[config.mk]
export PLATFORM = sky130hd
export DESIGN_NAME = pps_period_meter
export DESIGN_NICKNAME = d
export VERILOG_FILES = /design/src/rtl/pps_period_meter.sv
export SDC_FILE = /design/constraint.sdc
export NUM_CORES = 1
export LEC_CHECK = 0
export ABC_AREA = 0
export ABC_CLOCK_PERIOD_IN_PS = 14700
export CAP_MARGIN = 20
export CORE_MARGIN = 3
export CORE_UTILIZATION = 55
export CTS_CLUSTER_DIAMETER = 150
export DETAILED_ROUTE_END_ITERATION = 6
export HOLD_SLACK_MARGIN = 0.08
export PLACE_DENSITY = 0.78
export SYNTH_ARGS = -nofsm -noshare
export SYNTH_HDL_FRONTEND = slang
export SYNTH_SLANG_ARGS = --single-unit
[constraint.sdc]
create_clock -name clk -period 14.7 [get_ports clk]
set_clock_uncertainty 0.15 [all_clocks]
set_input_delay 1.47 -clock clk [delete_from_list [all_inputs] [get_ports clk]]
set_output_delay 1.47 -clock clk [all_outputs]
set_load 0.01 [all_outputs]
[src/rtl/pps_period_meter.sv]
// Measures clk cycles between consecutive PPS rising edges and reports the
// period, its signed error against NOMINAL, lock and loss-of-reference status.
module pps_period_meter #(
  parameter int CNT_W   = 32,
  parameter int NOMINAL = 21477270,
  parameter int TOL     = 2000,
  parameter int LOCK_N  = 4,
  parameter int TIMEOUT = 42954540
) (
  input  logic             clk,
  input  logic             rst_n,
  input  logic             pps,
  output logic [CNT_W-1:0] period,
  output logic [CNT_W-1:0] error,
  output logic             valid,
  output logic             locked,
  output logic             pps_lost
);

  // state   | meaning
  // IDLE    | unarmed; next edge starts a measurement, no result produced
  // MEASURE | counting; each edge yields a result, timeout drops to IDLE

  localparam int               GC_W    = $clog2(LOCK_N + 1);
  localparam logic [CNT_W-1:0] CNT_MAX = CNT_W'(TIMEOUT - 1);
  localparam logic [CNT_W-1:0] NOM_V   = CNT_W'(NOMINAL);
  localparam logic [CNT_W-1:0] TOL_V   = CNT_W'(TOL);
  localparam logic [GC_W-1:0]  GC_MAX  = GC_W'(LOCK_N);

  typedef enum logic {IDLE, MEASURE} state_t;

  state_t           state, state_next;
  logic             s1, s2, d;
  logic             pps_edge;
  logic [CNT_W-1:0] cnt;
  logic             cnt_max;
  logic [CNT_W-1:0] meas, err, err_mag;
  logic             good;
  logic [GC_W-1:0]  gc, gc_next;
  logic             take, lose;

  assign pps_edge = s2 & ~d;
  assign cnt_max  = (cnt == CNT_MAX);
  assign meas     = cnt + 1'b1;
  assign err      = meas - NOM_V;
  assign err_mag  = err[CNT_W-1] ? (~err + 1'b1) : err;
  assign good     = (err_mag <= TOL_V);
  assign gc_next  = !good ? '0 : ((gc == GC_MAX) ? gc : gc + 1'b1);

  always_ff @(posedge clk or negedge rst_n) begin
    if (!rst_n) begin
      s1 <= 1'b0;
      s2 <= 1'b0;
      d  <= 1'b0;
    end else begin
      s1 <= pps;
      s2 <= s1;
      d  <= s2;
    end
  end

  always_ff @(posedge clk or negedge rst_n) begin
    if (!rst_n) state <= IDLE;
    else        state <= state_next;
  end

  // An edge coinciding with the timeout count takes priority over the timeout.
  always_comb begin
    state_next = state;
    take       = 1'b0;
    lose       = 1'b0;
    case (state)
      IDLE: begin
        if (pps_edge) state_next = MEASURE;
      end
      MEASURE: begin
        if (pps_edge) begin
          take = 1'b1;
        end else if (cnt_max) begin
          lose       = 1'b1;
          state_next = IDLE;
        end
      end
      default: state_next = IDLE;
    endcase
  end

  always_ff @(posedge clk or negedge rst_n) begin
    if (!rst_n) begin
      cnt      <= '0;
      period   <= '0;
      error    <= '0;
      valid    <= 1'b0;
      locked   <= 1'b0;
      pps_lost <= 1'b0;
      gc       <= '0;
    end else begin
      if (pps_edge)     cnt <= '0;
      else if (!cnt_max) cnt <= cnt + 1'b1;

      valid <= take;
      if (take) begin
        period   <= meas;
        error    <= err;
        gc       <= gc_next;
        locked   <= (gc_next == GC_MAX);
        pps_lost <= 1'b0;
      end else if (lose) begin
        gc       <= '0;
        locked   <= 1'b0;
        pps_lost <= 1'b1;
      end
    end
  end

endmodule

# Yosys cells after proc, flatten, opt, wreduce, memory -nomap -nowiden

Index checks and enable logic that the tools add are counted.

Output and inout port bits: 67
Input bits: 3
Register bits after elaboration: 106

Multiplexer cells: 19
Equal/unequal tests: 4
Bitwise gates (word level): 4
$lt $le $gt $ge: 1
Reductions and logical operators: 1
Add/sub/neg operators: 4

Operators by type and width:

| operator                 | number |
|---|---|
| $mux W32                 | 3 |
| $add A32 B1 Y32 const B  | 2 |
| $eq A32 B26 Y1 const B   | 1 |
| $le A32 B11 Y1 const B   | 1 |
| $not A32 Y32             | 1 |
| $sub A32 B25 Y32 const B | 1 |
| $mux W3                  | 4 |
| $mux W1                  | 11 |
| $eq A3 B3 Y1 const B     | 2 |
| $add A3 B1 Y3 const B    | 1 |
| $ne A2 B2 Y1 const B     | 1 |
| $not A1 Y1               | 2 |
| $pmux W1 S2              | 1 |
| $reduce_bool A2 Y1       | 1 |
| $and A1 B1 Y1            | 1 |

# Depth between registers and ports, before layout

Gate-level depths: netlist of run 1.

Depth in word-level cells: 9
Gate-level depth with buffers: 20
Gate-level depth less buffers: 19

# Worst setup path after synthesis of run 1

No wires, ideal clock.

Path type: reg2reg
Start point: register cnt[1]
End point: register gc[2]
Period minus slack after synthesis: 5.042 ns
Arrival time: 4.810 ns
Path buffers: 1
Stages on the path, launching flop included: 18
Slack: 9.658 ns
Setup time: 0.082 ns
Cells stage by stage: dfrtp_1 ha_1 nand3_2 or3_1 a221o_2 a21oi_4 o21ai_1 xnor2_1 or4_1 clkbuf_1 or4_4 nor4_2 mux2i_1 nand4_1 nor4_2 o2111a_2 a21oi_1 a31oi_1

Cells in the longest elaborated chain, start to end: 8
Elaborated cells on any way between the ends: 13
Those cells by class: 3 x add/sub; 1 x order compare; 1 x eq/ne; 6 x mux; 1 x bitwise; 1 x reduce/logical

RTL lines:

| item                   | RTL line | text |
|---|---|---|
| start, declared        | 35       | `logic [CNT_W-1:0] cnt;` |
| start signal, assigned | 99       | `else if (!cnt_max) cnt <= cnt + 1'b1;` |
| $add A32 B1 Y32        | 44       | `assign meas = cnt + 1'b1;` |
| $sub A32 B25 Y32       | 45       | `assign err = meas - NOM_V;` |
| $not A32 Y32           | 46       | `assign err_mag = err[CNT_W-1] ? (~err + 1'b1) : err;` |
| $add A32 B1 Y32        | 46       |  |
| $mux W32               | 46       |  |
| $le A32 B11 Y1         | 47       | `assign good = (err_mag <= TOL_V);` |
| $mux W3                | 48       | `assign gc_next = !good ? '0 : ((gc == GC_MAX) ? gc : gc + 1'b1);` |
| $mux W3                | 102      | `if (take) begin` |
| end signal, assigned   | 105      | `gc <= gc_next;` |
| end, declared          | 39       | `logic [GC_W-1:0] gc, gc_next;` |

Several ways; a longest one is shown, not always the timed one.
A chain may end at the register's enable or synchronous reset.

# Final worst setup path of run 1

Start point: register cnt[0]
End point: register gc[1]

Cells in the longest elaborated chain, start to end: 8
Elaborated cells on any way between the ends: 13
Those cells by class: 3 x add/sub; 1 x order compare; 1 x eq/ne; 6 x mux; 1 x bitwise; 1 x reduce/logical

RTL lines:

| item               | RTL line | text |
|---|---|---|
| $add A32 B1 Y32 *  | 44       |  |
| via meas[2]        | 37       | `logic [CNT_W-1:0] meas, err, err_mag;` |
| $sub A32 B25 Y32 * | 45       |  |
| $not A32 Y32       | 46       |  |
| $add A32 B1 Y32    | 46       |  |
| $mux W32 *         | 46       |  |
| $le A32 B11 Y1 *   | 47       |  |
| $mux W3 *          | 48       |  |
| $mux W3 *          | 102      |  |

Mark *: on every way through the listed nets, which the timed path passes. The rest lies on a longest branch.

==> results.sh, run 1 <==
export IMPL_outcome="finished, final reports clean"
export IMPL_synth_seq_cells=105
export IMPL_cts_clk_slew_worst_paths_ns=0.07
export IMPL_dieArea_um2=13900
export IMPL_crit_type="register to register"
export IMPL_synth_edff_count=0
export IMPL_post_cts_repair_setup_buffers=0
export IMPL_area_delta_synth_final_pct=15.7
export IMPL_p_sw_share_pct=27.9
export IMPL_ys_warn_count=0
export IMPL_synthDominantCellAreaShare_pct=38.1
export IMPL_wire_per_inst_um=20.0
export IMPL_internal_power_mw=0.534
export IMPL_synth_xor_area_share_pct=9.86
export IMPL_grt_antenna_before_repair=0
export IMPL_hold_path_class="register to register"
export IMPL_vias=6227
export IMPL_synth_top_cell_by_area="dfrtp_1"
export IMPL_cp_max_fo=11
export IMPL_crit_arrival_ns=6.05
export IMPL_ys_async_sr_fraction_pct=100
export IMPL_ios=70
export IMPL_rrSetupSlack_ns=8.79
export IMPL_grt_overflow_total=0
export IMPL_drive_gt1_share_pct=10.4
export IMPL_drt_total_wl_um=19700
export IMPL_synth_area_leaders="dfrtp_1 38%, xnor2_1 5.8%, nand2_1 5.1%"
export IMPL_slew_violations=0
export IMPL_dp_hpwl_um=15000
export IMPL_synthMostInstantiatedCell="dfrtp_1"
export IMPL_rr_endpoint="gc[1]"
export IMPL_root_buffer="clkbuf_16"
export IMPL_ant_nets=0
export IMPL_gp_congestion=0.979
export IMPL_fillCellCount=1035
export IMPL_cellPowerDensity_nw_per_um2=92.9
export IMPL_hold_path_startpoint="s1"
export IMPL_min_period_ns=5.91
export IMPL_whs_path_depth=0
export IMPL_h_tree_depth=3
export IMPL_final_nets=824
export IMPL_required_ns=14.84
export IMPL_cp_slowest_cell="or4_4"
export IMPL_coreArea_um2=12100
export IMPL_synth_top_family_by_area="simple AND/OR/NAND/NOR gates"
export IMPL_pwr_share_clk_pct=37.1
export IMPL_path_cells="ha_1, xnor2_1, inv_1, ha_1, nor2b_1, mux2_2, o22a_1, o211ai_4, a311oi_1, or2_2, nand3_1, or4_4, nor4_2, mux2i_1, nand4_1, nor4_2, o2111a_2, a21oi_1, o21ai_1"
export IMPL_drc_errors=0
export IMPL_crit_reg2reg_launch="cnt[0]"
export IMPL_drt_iter0_drc=513
export IMPL_setup_viol=0
export IMPL_worstMarginPinSlew_ns=0.976
export IMPL_syn_avg_cell_area_um2=8.93
export IMPL_placedCellCount=971
export IMPL_max_freq_mhz=169
export IMPL_diodes=0
export IMPL_post_cts_resized=0
export IMPL_syn_cell_area_um2=6890
export IMPL_ir_worst_vdd_uv=53.9
export IMPL_grt_max_degree=115
export IMPL_yosysSeqAreaShare_pct=38.1
export IMPL_ff2ff_path_depth=19
export IMPL_cts_tree="done"
export IMPL_syn_inst=772
export IMPL_yosys_area_share_simple_pct=26.1
export IMPL_clock_latency_ns=0.36
export IMPL_die_width_um=118
export IMPL_die_h_um=118
export IMPL_tns_ns=0
export IMPL_ys_top_cells_by_count="105 x dfrtp_1, 93 x nand2_1, 75 x nor2_1, 65 x o21ai_0, 46 x xnor2_1"
export IMPL_maxCapViolCount=0
export IMPL_vias_per_cell=6.31
export IMPL_start_kind="register"
export IMPL_hold_buffers=0
export IMPL_slew_headroom_pct=35.0
export IMPL_p_sw_mw=0.206
export IMPL_layoutNonFillerInstCount=987
export IMPL_start_util_pct=56.9
export IMPL_grt_pass1_wl_um=32600
export IMPL_cts_made_buffers=9
export IMPL_syn_nets=781
export IMPL_synth_compound_area_share_pct=18.8
export IMPL_rows=40
export IMPL_rsz0062_at_grt="false"
export IMPL_synth_mux_area_share_pct=2.51
export IMPL_clock_sinks=105
export IMPL_synth_cell_types=92
export IMPL_seqPwrFrac_pct=44.0
export IMPL_synthAdderAreaFrac_pct=1.09
export IMPL_hold_path_end="s2"
export IMPL_synth_main_ff_cell="dfrtp_1"
export IMPL_hold_viol=0
export IMPL_worstSetupEndpointType="register"
export IMPL_timing_final_crit_share_pct=40.2
export IMPL_grtUsageTotal_pct=29.2
export IMPL_drtPass1Iterations=5
export IMPL_grt_pass1_vias=6076
export IMPL_comb_power_share_pct=18.9
export IMPL_io_buffer_count=69
export IMPL_leakage_nw=3.16
export IMPL_cpPeakStageDelay_ns=0.63
export IMPL_clk_path_buf_depth=2
-- per-stage QoR --
stage	power, mW	hold slack [ns]	setup WS, ns	util [%]	area, um^2
2_1_floorplan	0.412	0.181	9.66	-	6890
3_3_place_gp	0.464	0.189	8.94	63.0	7630
3_5_place_dp	0.470	0.186	8.89	63.0	7630
4_1_cts	0.742	0.211	8.86	65.8	7960
5_1_grt	0.770	0.232	8.35	65.8	7970
6_report	0.740	0.210	8.79	65.8	7970
-- critical path: cells and delay by family, from the launching register on --
| family | cells | cell delay [ns] |
|---|---|---|
| compound gates | 6 | 1.35 |
| xor+xnor | 1 | 0.45 |
| fa+ha+maj | 2 | 0.67 |
| buf+inv | 1 | 0.10 |
| flops | 1 | 0.50 |
| mux | 2 | 0.49 |
| simple gates | 7 | 2.13 |
-- power by group through the flow --
stage	clock, mW	sequential (mW)	combinational (mW)
after floorplan	0	0.328	0.0844
after global placement	0	0.330	0.134
after detailed placement	0	0.331	0.139
after CTS	0.278	0.326	0.139
after global routing	0.290	0.329	0.152
final	0.275	0.326	0.140
-- registers in the layout, summed over array words and instances (netlist names) --
name / count
s1: 1
d: 1
locked: 1
period: 32
s2: 1
gc: 3
pps_lost: 1
state: 1
error: 31
cnt: 32
valid: 1
-- worst max-delay path by stage --
stage | from | end | slack (ns) | cells after the start
finish | cnt[0] | gc[1] | 8.79 | 19
global route | cnt[0] | gc[0] | 8.35 | 19
detailed placement | cnt[0] | gc[2] | 8.89 | 19
CTS | cnt[0] | gc[1] | 8.86 | 16
floorplan | cnt[1] | gc[2] | 9.66 | 17
global placement | cnt[0] | gc[0] | 8.94 | 16
-- logic make-up (layout without fill, tap and decap cells) --
| family | count (synthesis) | count (layout) |
|---|---|---|
| AND/OR/NAND/NOR | 332 | 332 |
| AO/OA/AOI/OAI | 187 | 187 |
| flip-flops | 105 | 105 |
| adder cells (fa/ha/maj) | 6 | 6 |
| XOR/XNOR | 72 | 72 |
| multiplexers | 16 | 16 |
| buffers and inverters | 54 | 101 |
-- layer usage --
metal | wire (um) | GRT usage (%) | vias up | part of all wire, %
li1 | - | - | 2895 | -
met1 | 8680 | 39.8 | 2994 | 44
met2 | 9160 | 47.2 | 281 | 46
met3 | 1270 | 4.71 | 57 | 6.4
met4 | 615 | 10.6 | 0 | 3.1
met5 | 0 | 0 | - | 0
-- layout make-up --
class	instances	area (um^2)	share of cell area, %
tap	168	210	2.64
sequential	105	2630	33.0
inverter	12	45.0	0.565
clock buffer	10	229	2.87
clock inverter	5	104	1.30
multi-input combinational	613	4030	50.6
timing repair buffer	74	726	9.10
-- layout by cell type (no fill, tap or decap), types with 9 or more instances in the layout --
cell,Yosys,final
a211oi_1,10,10
and2_1,11,11
nor3_1,26,26
o21ai_1,15,15
inv_1,11,11
clkdlybuf4s50_1,0,68
nand2_1,93,92
xor2_1,21,21
nor4_1,15,15
o22ai_1,9,9
o21ai_0,65,65
nor2_1,75,75
nand3_1,18,18
mux2_2,10,10
clkbuf_16,0,9
dfrtp_1,105,105
xnor2_1,46,46
nand4_1,15,15
a21oi_1,15,15
Note: power is estimated with default switching activity, not from simulation.
==> run 2, diff against run 1 <==
--- a/config.mk
+++ b/config.mk
@@ -6,7 +6,7 @@
 export NUM_CORES = 1
 export LEC_CHECK = 0
 export ABC_AREA = 0
-export ABC_CLOCK_PERIOD_IN_PS = 14700
+export ABC_CLOCK_PERIOD_IN_PS = 5550
 export CAP_MARGIN = 20
 export CORE_MARGIN = 3
 export CORE_UTILIZATION = 55
==> constraint.sdc (replaced) <==
create_clock -name clk -period 5.55 [get_ports clk]
set_clock_uncertainty 0.15 [all_clocks]
set_input_delay 0.555 -clock clk [delete_from_list [all_inputs] [get_ports clk]]
set_output_delay 0.555 -clock clk [all_outputs]
set_load 0.01 [all_outputs]
==> results.sh, run 2 (synthesis results as in run 1) <==
export IMPL_vias_per_cell=6.23
export IMPL_grt_max_degree=67
export IMPL_pre_cts_ws_ns=0.0946
export IMPL_cp_max_fo=8
export IMPL_outcome="finished, final reports clean"
export IMPL_start_kind="register"
export IMPL_power_total_mw=1.88
export IMPL_clock_latency_ns=0.36
export IMPL_rsz0062_at_grt="false"
export IMPL_met2_usage_pct=48.3
export IMPL_rows=40
export IMPL_final_cell_mix="102 x dfrtp_1, 92 x nand2_1, 74 x nor2_1, 68 x clkdlybuf4s50_1, 65 x o21ai_0"
export IMPL_maxCapViolCount=0
export IMPL_slew_violations=0
export IMPL_wire_per_inst_um=19.5
export IMPL_fin_util_pct=68.9
export IMPL_timing_final_crit_share_pct=97.1
export IMPL_hold_viol=0
export IMPL_required_ns=5.67
export IMPL_final_common_cell="dfrtp_1"
export IMPL_tns_ns=0
export IMPL_die_h_um=118
export IMPL_drtPass1Iterations=5
export IMPL_diodes=0
export IMPL_worstSetupEndpoint="locked"
export IMPL_grt_antenna_before_repair=0
export IMPL_h_tree_depth=3
export IMPL_cellPowerDensity_nw_per_um2=226
export IMPL_hold_path_class="primary input to asynchronous set/reset pin"
export IMPL_ant_nets=0
export IMPL_post_cts_repair_setup_buffers=0
export IMPL_layoutNonFillerInstCount=1031
export IMPL_drt_total_wl_um=20100
export IMPL_stdcell_area_um2=8350
export IMPL_placed_area_um2=7990
export IMPL_worstSetupEndpointType="register"
export IMPL_crit_arrival_ns=5.50
export IMPL_die_width_um=118
export IMPL_holdWs_ns=0.0584
export IMPL_crit_reg2reg_launch="cnt[2]"
export IMPL_io_buffer_count=69
export IMPL_ios=70
export IMPL_grt_use_met1_pct=39.8
export IMPL_drt_iter0_drc=555
export IMPL_crit_type="register to register"
export IMPL_clk_path_buf_depth=2
export IMPL_max_freq_mhz=186
export IMPL_layout_setup_ws_ns=0.161
export IMPL_leakage_nw=3.36
export IMPL_clock_sinks=105
export IMPL_cts_tree="done"
export IMPL_gp_congestion=0.979
export IMPL_top_regs="cnt x32, period x32, error x31"
export IMPL_ff2ff_path_depth=15
export IMPL_final_nets=867
export IMPL_root_buffer="clkbuf_16"
export IMPL_grt_pass1_vias=6274
export IMPL_start_util_pct=56.9
export IMPL_rr_endpoint="locked"
export IMPL_coreArea_um2=12100
export IMPL_worstMarginPinSlew_ns=0.867
export IMPL_min_period_ns=5.39
export IMPL_grtUsageTotal_pct=29.2
export IMPL_slew_headroom_pct=41.8
export IMPL_grt_overflow_total=0
export IMPL_cts_made_buffers=9
export IMPL_rrSetupSlack_ns=0.16
export IMPL_ir_worst_vdd_uv=172
export IMPL_grt_pass1_wl_um=32800
export IMPL_startpoint="cnt[2]"
export IMPL_vias=6427
export IMPL_dp_hpwl_um=15500
export IMPL_drc_errors=0
export IMPL_use_met3_pct=4.13
export IMPL_dieArea_um2=13900
export IMPL_area_delta_synth_final_pct=21.2
export IMPL_busiest_layer="met2"
export IMPL_setup_viol=0
export IMPL_cts_clk_slew_worst_paths_ns=0.07
export IMPL_drive_gt1_share_pct=16.1
export IMPL_placedCellCount=1015
run 2: changes by cell type in the layout (fill, tap and decap cells not counted), moves of 2 or more:
cell	change
dfrtp_1	-3
bufinv_16	-3
buf_12	+2
ha_1	-2
dfrtp_2	+3
nor4_4	+2
buf_4	+41
run 2: per-layer routing:
metal / vias up / share of wire [%]
li1: 2986 / -
met1: 3127 / 44
met2: 269 / 48
met3: 45 / 6.2
met4: 0 / 2.3
met5: - / 0
run 2: repair_timing:
item | CTS | global route
gates resized for setup | 0 | 14
hold endpoints to repair | 0 | 0
hold buffers | 0 | 0
setup endpoints to repair | 0 | 4
run 2: cell type report:
type,instances,area [um^2]
multi-input cells,613,4100
fillers,1001,3760
flip-flops and latches,105,2630
repair buffers,117,1070
clock buffers,11,243
well taps,168,210
clock inverters,5,45.0
inverters,12,45.0
run 2: critical path: stages, from the launching register on:
cell,delay (ns)
dfrtp_1,0.58
nand4_2,0.30
or4_1,0.73
o21a_1,0.28
or2_1,0.30
and3_1,0.21
a31oi_1,0.25
a21oi_1,0.15
nor2_1,0.48
mux2i_1,0.33
xnor2_1,0.11
o311ai_1,0.58
nand3_1,0.15
nor4_1,0.29
o21ai_1,0.17
o31ai_1,0.22
run 2: worst min-delay path by stage:
stage | start | to | cells past startpoint
floorplan | rst_n | cnt[0] | 0
global placement | s1 | s2 | 0
detailed placement | s1 | s2 | 0
CTS | rst_n | error[31] | 1
global route | rst_n | error[10] | 1
finish | rst_n | error[10] | 1
run 2: where the power goes:
part	switching (mW)	total [mW]	internal (mW)
Clock	0.301	0.626	0.324
Sequential	0.0511	0.864	0.813
Combinational	0.216	0.395	0.179
Total	0.568	1.88	1.32
